[src/rtl/uart_pkg.sv]
// Shared types and constants for the UART receive controller and its byte buffer.
package uart_pkg;
  typedef enum logic [1:0] {
    ST_OFF,
    ST_RUN,
    ST_QUIESCE,
    ST_APPLY
  } state_t;

  localparam int              BAUD_W             = 3;
  localparam logic [BAUD_W-1:0] RESET_BAUD_DEFAULT = 3'd0;
  localparam logic [7:0]      CNT_MAX            = 8'hFF;
endpackage

[src/rtl/rx_byte_fifo.sv]
// Show-ahead byte FIFO; read data valid combinationally while not empty, one-cycle write-to-read latency.
// Pushes when full are refused unless a pop happens in the same cycle.
module rx_byte_fifo #(
  parameter int DEPTH = 4,
  parameter int WIDTH = 8
) (
  input  logic             clk,
  input  logic             reset,
  input  logic             push,
  input  logic [WIDTH-1:0] push_data,
  input  logic             pop,
  output logic [WIDTH-1:0] pop_data,
  output logic             full,
  output logic             empty
);
  localparam int AW = $clog2(DEPTH);

  logic [WIDTH-1:0] mem [DEPTH];
  logic [AW-1:0]    wr_ptr;
  logic [AW-1:0]    rd_ptr;
  logic [AW:0]      count;
  logic             do_push;
  logic             do_pop;

  assign empty    = (count == '0);
  assign full     = (count == (AW+1)'(DEPTH));
  assign do_pop   = pop && !empty;
  // A full FIFO still accepts a push when the oldest entry leaves in the same cycle.
  assign do_push  = push && (!full || do_pop);
  assign pop_data = mem[rd_ptr];

  always_ff @(posedge clk) begin
    if (reset) begin
      wr_ptr <= '0;
      rd_ptr <= '0;
      count  <= '0;
    end else begin
      if (do_push) wr_ptr <= wr_ptr + AW'(1);
      if (do_pop)  rd_ptr <= rd_ptr + AW'(1);
      case ({do_push, do_pop})
        2'b10:   count <= count + (AW+1)'(1);
        2'b01:   count <= count - (AW+1)'(1);
        default: count <= count;
      endcase
    end
  end

  always_ff @(posedge clk) begin
    if (do_push) mem[wr_ptr] <= push_data;
  end
endmodule

[src/rtl/uart_rx_controller.sv]
// Receiver supervisor: enable/baud-change sequencing, rx_valid edge capture, error counters, output FIFO.
// Bytes appear on out_data one clock after capture; out_ready backpressure fills the FIFO, then drops and flags overflow.
module uart_rx_controller
  import uart_pkg::*;
#(
  parameter int                FIFO_DEPTH     = 4,
  parameter int                QUIESCE_CYCLES = 16,
  parameter logic [BAUD_W-1:0] RESET_BAUD     = RESET_BAUD_DEFAULT
) (
  input  logic              clk,
  input  logic              reset,
  input  logic              cfg_enable,
  input  logic [BAUD_W-1:0] cfg_baud,
  input  logic              cfg_load,
  output logic              cfg_busy,
  output logic              rx_en,
  output logic [BAUD_W-1:0] baud_select,
  input  logic [7:0]        rx_data,
  input  logic              rx_valid,
  input  logic              rx_ferror,
  input  logic              rx_perror,
  output logic [7:0]        out_data,
  output logic              out_valid,
  input  logic              out_ready,
  output logic              overflow,
  output logic [7:0]        ferr_cnt,
  output logic [7:0]        perr_cnt,
  input  logic              err_clear
);
  localparam int               QW     = (QUIESCE_CYCLES > 1) ? $clog2(QUIESCE_CYCLES) : 1;
  localparam logic [QW-1:0]    Q_LOAD = QW'(QUIESCE_CYCLES - 1);

  state_t            state, next_state;
  logic [QW-1:0]     qcnt;
  logic [BAUD_W-1:0] baud_pend;
  logic              latch_baud, off_baud, apply_baud;
  logic              rx_valid_q;
  logic              byte_evt, push_req, pop, full, empty;

  always_comb begin
    next_state = state;
    latch_baud = 1'b0;
    off_baud   = 1'b0;
    apply_baud = 1'b0;
    case (state)
      ST_OFF: begin
        if (cfg_load)        off_baud   = 1'b1;
        else if (cfg_enable) next_state = ST_RUN;
      end
      ST_RUN: begin
        if (!cfg_enable) next_state = ST_OFF;
        else if (cfg_load) begin
          latch_baud = 1'b1;
          next_state = ST_QUIESCE;
        end
      end
      ST_QUIESCE: if (qcnt == '0) next_state = ST_APPLY;
      ST_APPLY: begin
        apply_baud = 1'b1;
        next_state = cfg_enable ? ST_RUN : ST_OFF;
      end
      default: next_state = ST_OFF;
    endcase
  end

  always_ff @(posedge clk) begin
    if (reset) begin
      state       <= ST_OFF;
      qcnt        <= '0;
      baud_pend   <= RESET_BAUD;
      baud_select <= RESET_BAUD;
    end else begin
      state <= next_state;
      if (latch_baud) begin
        baud_pend <= cfg_baud;
        qcnt      <= Q_LOAD;
      end else if (state == ST_QUIESCE && qcnt != '0) begin
        qcnt <= qcnt - QW'(1);
      end
      if (off_baud)        baud_select <= cfg_baud;
      else if (apply_baud) baud_select <= baud_pend;
    end
  end

  assign rx_en    = (state == ST_RUN);
  assign cfg_busy = (state == ST_QUIESCE) || (state == ST_APPLY);

  // Receiver may hold Rx_VALID for several clocks; only its rising edge counts as a byte.
  always_ff @(posedge clk) begin
    if (reset) rx_valid_q <= 1'b0;
    else       rx_valid_q <= rx_valid;
  end

  assign byte_evt  = rx_valid && !rx_valid_q && (state == ST_RUN);
  assign push_req  = byte_evt && !rx_ferror && !rx_perror;
  assign out_valid = !empty;
  assign pop       = out_valid && out_ready;

  always_ff @(posedge clk) begin
    if (reset || err_clear) begin
      ferr_cnt <= '0;
      perr_cnt <= '0;
      overflow <= 1'b0;
    end else begin
      if (byte_evt && rx_ferror && ferr_cnt != CNT_MAX) ferr_cnt <= ferr_cnt + 8'd1;
      if (byte_evt && rx_perror && perr_cnt != CNT_MAX) perr_cnt <= perr_cnt + 8'd1;
      if (push_req && full && !pop) overflow <= 1'b1;
    end
  end

  rx_byte_fifo #(
    .DEPTH (FIFO_DEPTH),
    .WIDTH (8)
  ) u_fifo (
    .clk       (clk),
    .reset     (reset),
    .push      (push_req),
    .push_data (rx_data),
    .pop       (pop),
    .pop_data  (out_data),
    .full      (full),
    .empty     (empty)
  );
endmodule
[config.mk]
export PLATFORM = sky130hd
export DESIGN_NAME = uart_rx_controller
export DESIGN_NICKNAME = d
export VERILOG_FILES = /design/src/rtl/uart_pkg.sv /design/src/rtl/rx_byte_fifo.sv /design/src/rtl/uart_rx_controller.sv
export SDC_FILE = /design/constraint.sdc
export NUM_CORES = 1
export LEC_CHECK = 0
export ABC_AREA = 1
export CORE_MARGIN = 4
export CORE_UTILIZATION = 56
export CTS_BUF_LIST = sky130_fd_sc_hd__clkbuf_2 sky130_fd_sc_hd__clkbuf_4 sky130_fd_sc_hd__clkbuf_8
export CTS_CLUSTER_DIAMETER = 30
export DETAILED_ROUTE_END_ITERATION = 6
export GPL_ROUTABILITY_DRIVEN = 0
export PLACE_DENSITY = 0.82
export SLEW_MARGIN = 40
export SYNTH_ARGS = -nofsm -noshare
export SYNTH_HDL_FRONTEND = slang
export SYNTH_SLANG_ARGS = --single-unit
export TNS_END_PERCENT = 30
[constraint.sdc]
create_clock -name clk -period 2.1 [get_ports clk]
set_input_delay 0.42 -clock clk [delete_from_list [all_inputs] [get_ports clk]]
set_output_delay 0.42 -clock clk [all_outputs]
set_load 0.01 [all_outputs]
# Yosys cells after proc, flatten, opt, wreduce, memory -nomap -nowiden

Memories as Yosys holds them, arrays and structs flattened. A register that Yosys moved wholly into a read port is not among the register bits.
Index checks and enable logic that the tools add are counted.

Register bits: 37
RAM bits: 32
Bits of input ports: 20
Output and inout bits: 31
Word-level logic and storage cells: 83
Memories kept: 1

Memories:

| name       | words | width | rd ports | clocked after Yosys merged registers in | write ports | RTL line           | source |
|---|---|---|---|---|---|---|---|
| u_fifo.mem | 4     | 8     | 1        | 1                                       | 1           | rx_byte_fifo.sv:18 | `logic [WIDTH-1:0] mem [DEPTH];` |

Add/sub/neg operators: 7
Eq/ne operators: 12
Multiplexer cells: 21
Reductions and logical operators: 31

Operators with widths:

| operator                                            | number |
|---|---|
| adder 8 x 1 -> 8 bit, second input constant         | 2 |
| inequality test 8 bit, second input constant        | 2 |
| logical AND 1 bit                                   | 14 |
| 2-to-1 mux 2 bit                                    | 7 |
| 2-to-1 mux 1 bit                                    | 8 |
| 2-to-1 mux 4 bit                                    | 2 |
| case mux 2 bit (4 select lines)                     | 1 |
| equality test 2 bit, second input constant          | 3 |
| logical NOT 1 bit                                   | 6 |
| 2-to-1 mux 3 bit                                    | 2 |
| inequality test 2 bit, second input constant        | 3 |
| case mux 3 bit (2 select lines)                     | 1 |
| nonzero test 2 bit                                  | 3 |
| adder 2 x 1 -> 2 bit, second input constant         | 2 |
| equality test 2 x 1 -> 1 bit, second input constant | 2 |
| logical NOT 4 bit                                   | 1 |
| AND reduction 4 bit                                 | 1 |
| nonzero test 4 bit                                  | 1 |
| subtractor 4 x 1 -> 4 bit, second input constant    | 1 |
| adder 3 x 1 -> 3 bit, second input constant         | 1 |
| equality test 3 bit, second input constant          | 1 |
| logical NOT 3 bit                                   | 1 |
| logical OR 1 bit                                    | 3 |
| inequality test 3 bit, second input constant        | 1 |
| other kinds (2)                                     | 2 |

# Logic depth before layout (Yosys ltp)

Gate-level depths: netlist of run 1.

Depth after elaboration: 8
Gate-level depth with buffers: 13
Mapped depth without buffers: 13

# Cells and area by module

From an unflattened synthesis of run 1, not the netlist that was laid out.

Cells, all modules: 410
Area, all modules: 3402.0 µm²

Modules (own cells, without submodules):

| module             | instances | cells an instance | area an instance (µm²) | sequential area each (µm²) |
|---|---|---|---|---|
| rx_byte_fifo       | 1         | 150               | 1706.6                 | 1141.1 |
| uart_rx_controller | 1         | 260               | 1695.4                 | 600.6 |

# Least setup slack after synthesis of run 1

Ideal clock, no wire load.

Path type: input port to flip-flop
Start point: input rx_valid
End point: register u_fifo.count[1]
Setup time: 0.064 ns
Arrival: 1.827 ns
Path slack: 0.210 ns
Stages on the path: 11
Path buffers: 0
Path through: inv_1 nor2_1 nand2_4 inv_2 nand3_4 ha_1 inv_1 fa_1 nor2_1 a21oi_1 nor2_1

Cells in the longest elaborated chain, start to end: 7

RTL lines:

| item                                                                  | RTL line                 | source |
|---|---|---|
| start, declared                                                       | uart_rx_controller.sv:19 | `input logic rx_valid,` |
| logical AND 1 bit * (2 in series)                                     | uart_rx_controller.sv:94 | `assign byte_evt = rx_valid && !rx_valid_q && (state == ST_RUN);` |
| logical AND 1 bit * (2 in series)                                     | uart_rx_controller.sv:95 | `assign push_req = byte_evt && !rx_ferror && !rx_perror;` |
| logical AND 1 bit *                                                   | rx_byte_fifo.sv:29       | `assign do_push = push && (!full \|\| do_pop);` |
| equality test 2 x 1 -> 1 bit or equality test 2 bit (tied branches)   | rx_byte_fifo.sv:40       | `case ({do_push, do_pop})` |
| case mux 3 bit (2 select lines) or nonzero test 2 bit (tied branches) | n/a                      |  |
| end signal, assigned                                                  | rx_byte_fifo.sv:41       | `2'b10: count <= count + (AW+1)'(1);` |
| end signal, assigned                                                  | rx_byte_fifo.sv:42       | `2'b01: count <= count - (AW+1)'(1);` |
| end signal, assigned                                                  | rx_byte_fifo.sv:43       | `default: count <= count;` |
| end, declared                                                         | rx_byte_fifo.sv:21       | `logic [AW:0] count;` |

Mark *: on every way between the ends. The rest lies on a longest branch, timed or not.
A chain may end at the register's enable or synchronous reset.

==> results.md, run 1 <==
- Setup violations remaining at the end of the flow were counted as 0.
- The final max-slew violation count is 0.
- The repair_antennas step left the layout with diodes totalling 0.
- The run finished with clean final reports.
- In the global route stage, met2 resource usage came out at 0.361.
- The critical-path cell with the highest stage delay is dfxtp_4.
- After detailed routing, the number of remaining DRC violations is 0.
- In this run the cell area measured after placement is 4020 µm².
- In the post-route analysis, the smallest setup slack over all paths is 0.120 ns.
- The kind of cell with the highest combined delay on the critical path is buffers and inverters.
- The reg-to-reg critical path endpoint is u_fifo.count[1]$_SDFFE_PP0P_.
- The die outline area is 7240 µm².
- Yosys attributes the largest share of cell area to edfxtp_1, dfxtp_1, nand2_1, nor2_1, inv_1.
- The number of buffer and inverter stages on the critical path is 2.
- The aggregate routed wire length is 7470 µm.
- The worst setup path is captured at a primary output.
- Counting cells, the worst reg-to-reg path comes to 11.
- Global routing finished with a remaining overflow of 0.
- The signal on the critical path passes through clkinvlp_4, o21ai_0, o22ai_1, dlygate4sd2_1.
- The tree is rooted in a clkbuf_8.
- The post-synth design cell area is 3330 µm².
- The count of warnings emitted by yosys is 0.
- Setup repair after global routing left no endpoint under its margin.
- The worst-case setup slack after placement is -0.280 ns.
- Entering global routing, the biggest net connects 17 pins.
- The leakage power total is 1.66 nW.
- The clock input transition at the sequential cells of the worst setup and hold paths is 0.08 ns.
- The element type at the critical path start is a flip-flop.
- The number of search-and-repair iterations in the first detailed-routing pass is 4.
- The average via count per standard cell is 5.23.
- In the global route stage, met1 resource usage came out at 0.265.
- Averaged over all synthesized cells, the footprint is 8.24 µm².
- Registers take 1750 µm².
- The worst-case vdd ir drop is 410 µV.
- For this run, the slowest stage of the critical path takes 0.39 ns.
- Leaving out fill and tap cells, the most frequent cells in the layout are nand2_1, nor2_1, inv_1.
- For this run, the register share of the synthesized area comes to 0.523.
- For this run, the total global-route usage over all layers was measured as 0.217.
- The proportion of netlist area held by the largest area contributor is 0.289.
- The die boundary width is 85.1 µm.
- The count of cell types in the netlist is 26.
- The critical path runs through a total of 4 cells.
- The routing layer with the top usage in global route is met2.
- Counting every net in the synthesized netlist gives 433.
- The register-to-register setup slack is 0.25 ns.
- The detailed placer's ending HPWL is 5230 µm.
- The number of maximum-capacitance violations is 0.
- The count of filler cells inserted in the layout is 409.
- The die is 85.1 µm tall.
- In this run the tightest slew margin relative to its limit is 0.710.
- The initial antenna violation count is 0.
- The category of the critical setup timing path is reg2out.
- For the finished layout, the period the worst path requires is 1.98 ns.
- The initial standard-cell utilization of the core is 0.590.
- The post-route cell area is 4250 µm².
- The fmax is 0.505 GHz.
- After routing, the total negative slack on setup checks comes to 0 ns.
- In the global route stage, met3 resource usage came out at 0.0631.
- The synthesized design contains 71 register bits.
- Of the cells placed in the final design, the portion with a size suffix greater than 1 is 0.118.
- The path class of the tightest hold or removal check is reg2reg.
- Summing all multi-input logic gate instances after layout gives 1350 µm².
- From synthesis to final layout, the design area changed by 27.6%.
- The deepest level of the CTS H-tree is 3.
- STA puts the critical path data arrival time at 1.56 ns.
- The core region is 5640 µm².
- The residual antenna-violating net count after detailed routing is 0.
- Buffers inserted to repair hold after CTS numbered 0.
- The largest fanout of any net on the critical path is 8.
- Summing internal, switching and leakage power gives 2.78 mW.
- The final setup skew is 0.0122 ns.
- The slew at the pin closest to its max-slew limit is 0.434 ns.
- Power spread over the standard cell area amounts to 654 nW/µm².
- The first global-routing pass estimated 12,700 µm of wire.
- Pin placement for this block handled 51 I/O pins.
- The number of global-route vias before repair is 2,882.
- The data required time at the worst endpoint is 1.68 ns.
- During placement, the flow inserted port buffers numbering 50.
- The synthesized instance count is 404.
- In the finished design, the share of the clock period the worst path needs comes to 0.943.
- The number of core rows is 27.
- The library cell used most frequently in the layout, excluding fill and tap cells, is nand2_1.
- In this run the worst setup path terminates at out_data[4].
- Detailed routing inserted a total of 2,900 vias.
- The final hold violation count is 0.
- The layout net count is 507.
- The worst register-to-register path begins at state[0]$_SDFFE_PP0P_.
- The clock reaches the later pin of the worst-skew pair after 0.34 ns.
- The clock passes through at most 2 buffers.
- The leading area contributor after synthesis is edfxtp_1.
- Counting the buffers created by CTS gives 9.
- Dividing the detail-routed wire length by the instance count gives 13.5 µm.
- TritonCTS built the clock tree.
- Once layout is complete, the utilization of the core stands at 0.753.
- Counting every sink on the clock net gives 71.
- The starting DRC count in detailed routing is 114.
## state kept, by name, indices dropped and copies added, names as in the netlist, 2 cells and up, named ones only
signal         count
u_fifo.rd_ptr      2
perr_cnt           8
qcnt               4
u_fifo.count       3
baud_pend          3
baud_select        3
u_fifo.mem        32
ferr_cnt           8
u_fifo.wr_ptr      2
## area by class of cell
| cell class | count | area share |
|---|---|---|
| flip-flops and latches | 71 | 0.411 |
| multi-input cells | 271 | 0.318 |
| repair buffers | 70 | 0.152 |
| inverters | 54 | 0.0486 |
| clock buffers | 9 | 0.0292 |
| well taps | 72 | 0.0212 |
| clock inverters | 7 | 0.0189 |
| repair inverters | 1 | 0.00177 |
## metal layers
metal  routed length [µm]  vias to the layer above
met3                  378                       16
li1                     -                     1461
met4                  131                        0
met1                 3270                     1348
met5                    0                        -
met2                 3690                       75
## worst register-to-register path: stages, from the launching register on
cell,delay [ns]
dfxtp_1,0.38
inv_2,0.08
nor2_4,0.18
nand2_4,0.08
inv_2,0.08
nand3_4,0.07
ha_1,0.19
inv_1,0.08
fa_2,0.43
nor2_1,0.09
a21oi_1,0.05
nor2_1,0.09
## kinds of logic after synthesis
kind of cell	synth area share
buffers and inverters	0.0748
and+or+nand+nor	0.260
DFF	0.523
xor gates and xnor gates	0.00526
adders and majority gates	0.0361
AOI/OAI and AO/OA	0.101
## where the power goes
| part | internal [mW] | switching (mW) |
|---|---|---|
| Combinational | 0.0955 | 0.111 |
| Sequential | 1.46 | 0.0129 |
| Clock | 0.560 | 0.541 |
| Total | 2.11 | 0.665 |
## per-stage QoR
step	std cells	hold slack [ns]
after detailed placement	537	0.456
final	555	0.461
after global placement	537	0.441
after CTS	555	0.461
after global routing	555	0.498
after floorplan	404	0.433
## how the worst min path moves through the flow
stage / start / to / slack [ns] / depth (start not counted)
after detailed placement: u_fifo.rd_ptr[1]$_SDFFE_PP0P_ / u_fifo.rd_ptr[1]$_SDFFE_PP0P_ / 0.46 / 2
final: u_fifo.rd_ptr[1]$_SDFFE_PP0P_ / flip-flop / 0.46 / 2
after global placement: u_fifo.rd_ptr[1]$_SDFFE_PP0P_ / u_fifo.rd_ptr[1]$_SDFFE_PP0P_ / 0.44 / 2
after floorplan: u_fifo.rd_ptr[1]$_SDFFE_PP0P_ / flip-flop / 0.43 / 2
after global routing: u_fifo.rd_ptr[1]$_SDFFE_PP0P_ / flip-flop / 0.50 / 2
after CTS: u_fifo.rd_ptr[1]$_SDFFE_PP0P_ / flip-flop / 0.46 / 2
## synthesized netlist by cell type
master and number:
o21ai_0 31, dlygate4sd1_1 1, inv_2 2, nor2_4 3
buf_4 2, dfxtp_1 39, nand2_2 1, nor2_1 68
nand3_1 21, xor2_1 2, nand2_4 2, clkbuf_1 2
buf_2 3, nand3_4 1, nand3b_1 3, o22ai_1 8
ha_1 8, edfxtp_1 32, a21oi_1 20, nor2_2 3
nand3_2 2, nand2_1 85, a31oi_1 5, inv_1 52
fa_1 1, nand4_1 7
## what timing repair did
action | 4_1_cts | 5_1_grt
resized for setup | 15 | 4
setup buffers | 1 | 0
pin swaps | 0 | 0
endpoints found under the setup margin | 8 | 2
cloned | 1 | 0
hold endpoints to repair | 0 | 0
Note: power is estimated with default switching activity, not from simulation.
==> inputs of run 2 (changes only) <==
Settings changed: RECOVER_POWER from default to 50.
==> run 2 against run 1 <==
  * Critical path type unchanged
  * Maximum frequency is 0.18% lower
  * Critical path depth stayed put
  * Power is 0.23% lower
  * First-iteration DRC count is 13% higher
  * Largest power group unchanged
  * Global-route usage stayed put
==> results.md, run 2 (synthesized netlist as in run 1, its figures left out) <==
- The critical-path cell with the highest stage delay is dfxtp_4.
- The number of cells in the finished layout apart from fillers is 555 (unchanged).
- The worst setup path is captured at a primary output.
- The residual antenna-violating net count after detailed routing was 0 (unchanged).
- The average routed wire per standard cell was 13.4 µm (-0.54%).
- The leakage power total is 1.66 nW (about the same).
- The number of primary I/O pins came to 51 (unchanged).
- The total power draw is 2.77 mW (-0.23%).
- The share of the clock period used by the worst path after layout is 0.945 (+0.00172).
- The quantity of I/O buffers inserted on ports came to 50 (unchanged).
- The area of the core region is 5640 µm² (unchanged).
- The initial antenna violation count came to 0 (unchanged).
- The final hold violation count is 0 (unchanged).
- The die outline area came to 7240 µm² (unchanged).
- The largest fanout of any net on the critical path is 8 (unchanged).
- The number of core rows is 27 (unchanged).
- The pin count of the biggest net entering global routing is 17 (unchanged).
- The initial standard-cell utilization of the core came to 0.590 (unchanged).
- The total power divided by cell area came to 657 nW/µm² (+0.48%).
- The via count is 2,896 (-0.14%).
- The run finished with clean final reports.
- The flip-flop count of the largest register, all copies and words added is 32 (unchanged).
- The final antenna diode count is 0 (unchanged).
- The layout net count was 507 (unchanged).
- The starting DRC count in detailed routing is 129 (+13%).
- The number of remaining DRC errors was 0 (unchanged).
- The die span in y is 85.1 µm (unchanged).
- The deepest level of the CTS H-tree is 3 (unchanged).
- The root buffer cell chosen for the clock tree is clkbuf_8.
- The classification of the worst-slack hold path is reg2reg.
- Walking the worst path, the cells encountered are clkinvlp_4, o21ai_0, o22ai_1, dlygate4sd2_1.
- The global-route wire length before repair came to 12,700 µm (unchanged).
- The global-route usage over all layers is 0.217 (unchanged).
- The insertion delay to the later sink of the worst-skew pair came to 0.35 ns (about the same).
- The total overflow reported by the global router was 0 (unchanged).
- TritonCTS built the clock tree.
- The slew at the pin closest to its max-slew limit came to 0.430 ns (-0.00384 ns).
- The proportion of layout cells with a drive suffix above 1 is 0.106 (-0.0124).
- Setup repair after global routing left no endpoint under its margin.
- The largest registers in the layout are u_fifo.mem x32, ferr_cnt x8, perr_cnt x8.
- The delay of the slowest cell on the worst path is 0.39 ns (about the same).
- The worst-case vdd ir drop is 408 µV (-0.34%).
- The count of filler cells inserted in the layout was 413 (+0.98%).
- The worst max-slew margin expressed relative to the limit is 0.713 (+0.00256).
- The average via count per standard cell came to 5.22 (-0.14%).
- The most common library cell in the layout ignoring fill and taps is nand2_1.
- The maximum number of buffers from clock root to sink is 2 (unchanged).
- The hold buffer count at cts is 0 (unchanged).
- The shortest clock period the worst path allows after layout came to 1.98 ns (+0.00362 ns).
- The fmax was 0.504 GHz (-0.18%).
- The number of buffers inserted during clock tree synthesis is 9 (unchanged).
- The number of placed instances with taps included is 537 (unchanged).
- The element type at the critical path start is a flip-flop.
- The aggregate routed wire length is 7430 µm (-0.54%).
- The clock input transition at the sequential cells of the worst setup and hold paths is 0.08 ns (about the same).
- The die boundary width is 85.1 µm (unchanged).
- The final max-slew violation count is 0 (unchanged).
- The worst-case setup slack after placement is -0.280 ns (unchanged).
- The data arrival at the endpoint of the critical path is 1.56 ns (about the same).
- The number of maximum-capacitance violations is 0 (unchanged).
- Compared with the post-synthesis result, the final layout area differs by 26.7%.
- The number of clock sinks was 71 (unchanged).
- The detailed placer's ending HPWL is 5230 µm (unchanged).
- The data required time at the worst endpoint is 1.68 ns (about the same).
- In the layout the commonest cells are nand2_1, nor2_1, inv_1.
- The number of search-and-repair iterations in the first detailed-routing pass is 4 (unchanged).
- The largest register by flop count is u_fifo.mem.
- The number of setup violations in the final report is 0 (unchanged).
- The worst setup margin is 0.116 ns (-0.00362 ns).
- The number of global-route vias before repair was 2,882 (unchanged).
- The worst setup path is of the reg2out kind.
- The setup total negative slack is 0 ns (unchanged).
- The final setup skew was 0.0123 ns (+0.000153 ns).
- The utilization of the core after routing is 0.748 (-0.00532).
run 2: power breakdown:
part           internal, mW  switching (mW)
sequential             1.46          0.0127
combinational        0.0885           0.109
clock                 0.560           0.544
total                  2.11           0.665
run 2: cell type report:
class	count	area, µm²	share of cell area
Clock buffer	9	124	0.0294
Clock inverter	7	80.1	0.0190
Inverter	54	206	0.0489
Multi-Input combinational cell	271	1330	0.314
Sequential cell	71	1750	0.414
Tap cell	72	90.1	0.0214
Timing Repair Buffer	70	637	0.151
Timing Repair inverter	1	7.51	0.00178
run 2: worst max-delay path: cells and delay by family (launching register included):
kind	cells	cell delay, ns
flip-flops	1	0.39
AO/OA/AOI/OAI	2	0.36
buffers and inverters	2	0.47
run 2: worst paths after layout:
path | start | to | slack, ns | cells past startpoint
worst max-delay path | flip-flop | out_data[4] | 0.12 | 4
worst min-delay path | u_fifo.rd_ptr[1]$_SDFFE_PP0P_ | flip-flop | 0.46 | 2
worst max register to register | state[0]$_SDFFE_PP0P_ | u_fifo.count[1]$_SDFFE_PP0P_ | 0.27 | 11
worst min register to register | u_fifo.rd_ptr[1]$_SDFFE_PP0P_ | flip-flop | 0.46 | 2
run 2: per-layer routing:
metal  part of all wire  vias to the layer above  global-route usage
met3              0.059                       13              0.0631
met2               0.50                       81               0.361
li1                   -                     1463                   -
met4              0.016                        0              0.0849
met5                  0                        -                   0
met1               0.43                     1339               0.265
run 2: what timing repair did:
action / 4_1_cts / 5_1_grt
pin swaps: 0 / 0
endpoints found under the setup margin: 8 / 2
buffers inserted: 1 / 0
gates resized for setup: 15 / 4
cloned: 1 / 0
run 2: metrics by stage:
step                      instance area [µm²]  hold WS (ns)
after floorplan                          3330         0.433
after detailed placement                 4020         0.456
after global placement                   4020         0.441
after CTS                                4240         0.461
after global routing                     4220         0.498
final                                    4220         0.461
==> edit 1, RTL diff (flow settings as in run 2) <==
Re-encode `state_t` (4 states) as Gray code, 2 bits wide.
--- a/src/rtl/uart_pkg.sv
+++ b/src/rtl/uart_pkg.sv
@@ -2,8 +2,8 @@
 package uart_pkg;
   typedef enum logic [1:0] {
-    ST_OFF,
-    ST_RUN,
-    ST_QUIESCE,
-    ST_APPLY
+    ST_OFF     = 2'b00,
+    ST_RUN     = 2'b01,
+    ST_QUIESCE = 2'b11,
+    ST_APPLY   = 2'b10
   } state_t;
 
Formal check against the unedited RTL: no difference found for any inputs over 10 cycles, from zero or initial values and one cycle with reset high; not proved beyond that.
==> edit 1 against run 2 <==
Cell area down 0.68%. Utilization down 0.51 points. First-iteration DRC count up 7.0%. Synthesized cell count up 1.2%. Die area up 0.41%. Clock power down 15%. Wire length down 4.5%. Register-to-register slack better by 20 ps. Sequential cell count unchanged. Setup slack worse by 17 ps. Non-clock buffer count unchanged. Total power down 4.4%. Synthesized area up 0.45%. Critical endpoint is now rx_en. Largest power group unchanged. Highest routed layer unchanged.
==> edit 1: results <==
[status]
status = finished, final reports clean

[layout]
multi_input_cells = 277
drive_above_1_share_pct = 10.1
n_all_inverters = 53
clock_cell_area_share_pct = 4.03
num-clock-buffers = 10
seq_share_pct = 41.7
multi_input_area_share_pct = 32.2
fillers = 440
final_nets = 511
buf_share_pct = 15.2

[drt]
vias = 2877
drtIter0Drc = 138
via_per_inst = 5.15
routed_wl_mm = 7.10

[placed_design]
io_buffers = 50
dpl.hpwl_mm = 5.26
post-place-cells = 543
post-place-ws_ps = -248

[yosys]
syn_nets = 438
synth_compound_area_share_pct = 10.6
synthXorXnorAreaFrac_pct = 0.524
synth_fa_ha_area_share_pct = 3.59
synth_cells = 409
yosys-top-cells-count = nand2_1 (85), nor2_1 (68), inv_1 (50), dfxtp_1 (39)
synth-edff-count = 32

[setup_path]
slowest_delay_ps = 530
cp.arrival_ps = 1580
critPathSlowestCell = clkdlybuf4s50_1
critPathMaxFanout = 6

[clock_tree]
clk_pin_slew_ps = 70
ctsHtreeMaxLevel = 3
numCtsBuffers = 9

[pwr]
peakVddDrop_v = 0.000456
power_leakage_uw = 0.00165

[global_routing]
grt_pass1_wl_mm = 12.4
grt_usage_pct = 20.9
grt_pass1_vias = 2848
grt_max_degree = 15

[timing]
clock_skew_ps = 6.19
max_slew_margin_pct = 71.7
## edit 1: cell types whose count changed after synthesis, sizes merged
cell and change:
inv -1, o22ai +1, dlygate4sd1 -1, o21ai +5, a21oi +1, nand3b -1, buf -1, a31oi -3
nand3 +3, clkbuf +2
## edit 1: cell families after synthesis
group	count (synthesis)
AND/OR/NAND/NOR	198
flip-flops	71
AO/OA/AOI/OAI	68
buffers and inverters	61
adder cells (fa/ha/maj)	9
XOR/XNOR	2
## edit 1: worst reg2reg max path: cells and delay by family, from the launching register on
family,cells,cell delay (ps)
buf+inv,2,100
simple gates,5,370
flops,1,470
fa+ha+maj,2,510
compound gates,2,250
## edit 1: per-layer routing
layer,GRT usage [%],up-vias,wire length [um]
met5,0,-,0
met4,9.93,0,126
met3,4.17,11,287
met2,34.8,69,3410
met1,25.8,1311,3270
li1,-,1486,-
## edit 1: repair_timing
action	CTS	global route
endpoints found under the setup margin	8	4
gates cloned	0	0
setup buffers	0	0
hold buffers	0	0
resized for setup	10	5
## edit 1: per-stage QoR
step	area, sq um	util, %
floorplan	3340	-
global placement	4050	71.7
detailed placement	4050	71.7
CTS	4210	74.6
global route	4190	74.3
finish	4190	74.3
## edit 1: final timing paths
kind | cells past startpoint | start | end | slack (ps)
max | 3 | state[1] | rx_en | 100
max reg2reg | 11 | state[1] | u_fifo.count[2] | 290
min | 2 | qcnt[0] | qcnt[0] | 470
min reg2reg | 2 | qcnt[0] | qcnt[0] | 470
## edit 1: where the power goes
part / internal (uW) / total (uW) / switching [uW]
Combinational: 107 / 236 / 129
Clock: 434 / 932 / 498
Sequential: 1460 / 1480 / 16.2
==> edit 2, RTL diff (config.mk and constraints of run 2) <==
Without the edit above. Change the package constant `CNT_MAX` from 8'hFF to 8'h7F.
--- a/src/rtl/uart_pkg.sv
+++ b/src/rtl/uart_pkg.sv
@@ -10,5 +10,5 @@
   localparam int              BAUD_W             = 3;
   localparam logic [BAUD_W-1:0] RESET_BAUD_DEFAULT = 3'd0;
-  localparam logic [7:0]      CNT_MAX            = 8'hFF;
+  localparam logic [7:0]      CNT_MAX            = 8'h7F;
 endpackage
 
Formal check against the unedited RTL: no difference found for any inputs over 10 cycles, from zero or initial values and one cycle with reset high; that may be too few to reach the edited logic, so the function may still have changed.
==> edit 2 against run 2 <==
Cell area is 1.9% lower. Total power decreased by 5.0%. Wire length down 6.5%. Synthesized area is 1.3% lower. Sequential cell count stayed put. Clock skew decreased by 6.8 ps. Setup slack worse by 13 ps. Via count decreased by 2.0%. Die area fell by 1.2%. Global-route usage shrank 1.1 points. Critical path type is now input port to flop. Largest power group unchanged.
==> edit 2: results <==
[status]
status = finished, final reports clean

[pwr]
power_leakage_uw = 0.00160
peakVddDrop_v = 0.000384
power_switching_uw = 587

[yosys]
synth_cell_type_count = 23
synth_area_leaders = edfxtp_1 (29%), dfxtp_1 (24%), nand2_1 (9.6%)
syn_nets = 434
yosysSeqAreaShare_pct = 53.0
yosys-top-cells-count = nand2_1 (84), nor2_1 (69), inv_1 (53), dfxtp_1 (39), o21ai_0 (33)
yosysWarnings = 0

[layout]
fillers = 446
drive_above_1_share_pct = 9.13
final_nets = 506

[placed_design]
io_buffers = 50
dpl_cell_area_sq_um = 3980
dpl.hpwl_mm = 5.04

[timing]
clock_skew_ps = 5.54
max_slew_margin_pct = 72.3

[drt]
routedWlPerCell_um = 12.6
via_per_inst = 5.12
drtIter0Drc = 136
ant_nets = 0
dr_wl_met3_um = 284
m1WireLength_mm = 3.05
dr_wl_met2_mm = 3.46

[global_routing]
grt_pass1_wl_mm = 12.0
grt_usage_pct = 20.6
grt_max_degree = 15
grt_pass1_vias = 2759

[clock_tree]
clock_path_buffers = 2
root_buffer = clkbuf_8
ctsResizeCount = 12
post_cts_buffers = 0

[min_path]
min_from = qcnt[1]
min_to = qcnt[1]
min_path_cells = 2

[setup_path]
cp.arrival_ps = 2270
regToRegSetupSlack_ps = 210
critPathMaxFanout = 2
==> edit 2: changes by cell type in the layout (fill, tap and decap cells not counted), sizes merged, moves of 2 or more <==
cell           delta
clkbuf            +4
nor2              +2
nor3              +2
dlygate4sd3       -3
nand3b            -2
clkdlybuf4s50     +3
clkinvlp          -4
o21ai             +2
buf               -2
==> edit 2: stage by stage <==
step / instances / setup WS, ps / util, % / total power (uW) / hold slack (ps)
2_1_floorplan: 405 / 196 / - / 1590 / 433
5_1_grt: 554 / -6.69 / 73.8 / 2760 / 483
3_3_place_gp: 538 / -289 / 71.0 / 1690 / 445
6_report: 554 / 103 / 73.8 / 2630 / 476
4_1_cts: 554 / 36.1 / 74.3 / 2670 / 479
3_5_place_dp: 538 / -382 / 71.0 / 1700 / 465
==> edit 2: cell families after synthesis <==
group	Yosys count	share of synthesized area, %
fa+ha+maj	9	3.65
compound gates	66	10.5
xor+xnor	1	0.267
buf+inv	62	7.19
flops	71	53.0
simple gates	196	25.4
==> edit 2: area by class of cell <==
type / count / area (sq um) / share of cell area, %
Sequential cell: 71 / 1740 / 42.1
Multi-Input combinational cell: 272 / 1290 / 31.2
Timing Repair Buffer: 68 / 629 / 15.2
Inverter: 55 / 206 / 4.99
Clock buffer: 13 / 160 / 3.87
Tap cell: 72 / 90.1 / 2.18
Clock inverter: 3 / 18.8 / 0.453
==> edit 2: how the worst max path moves through the flow <==
stage	start	end	slack [ps]	depth (start not counted)
floorplan	out_ready	u_fifo.count[2]	200	12
global placement	out_ready	u_fifo.count[2]	-290	14
detailed placement	out_ready	u_fifo.count[2]	-380	14
CTS	flop	out_data[4]	40	5
global route	out_ready	u_fifo.count[2]	-7	14
finish	out_ready	u_fifo.count[2]	100	14
==> edit 2: routing by layer <==
layer	vias to the layer above	track usage, %
li1	1465	-
met5	-	0
met4	0	9.64
met1	1295	24.3
met3	16	3.63
met2	63	36.2
==> edit 2: critical path: stages <==
cell	delay, ps
clkdlybuf4s50_1	420
inv_1	60
nand2_1	70
nor3_4	160
nor2_2	60
inv_2	50
ha_1	130
inv_1	60
fa_1	380
a21oi_1	160
o21ai_1	100
nand2_1	70
nand2_1	50
nor2_1	80
==> edit 2: power groups by stage <==
stage | sequential (uW) | combinational, uW | clock [uW]
after floorplan | 1500 | 92.7 | 0
after CTS | 1470 | 196 | 998
after global placement | 1500 | 191 | 0
after global routing | 1470 | 209 | 1080
after detailed placement | 1500 | 198 | 0
final | 1470 | 186 | 974
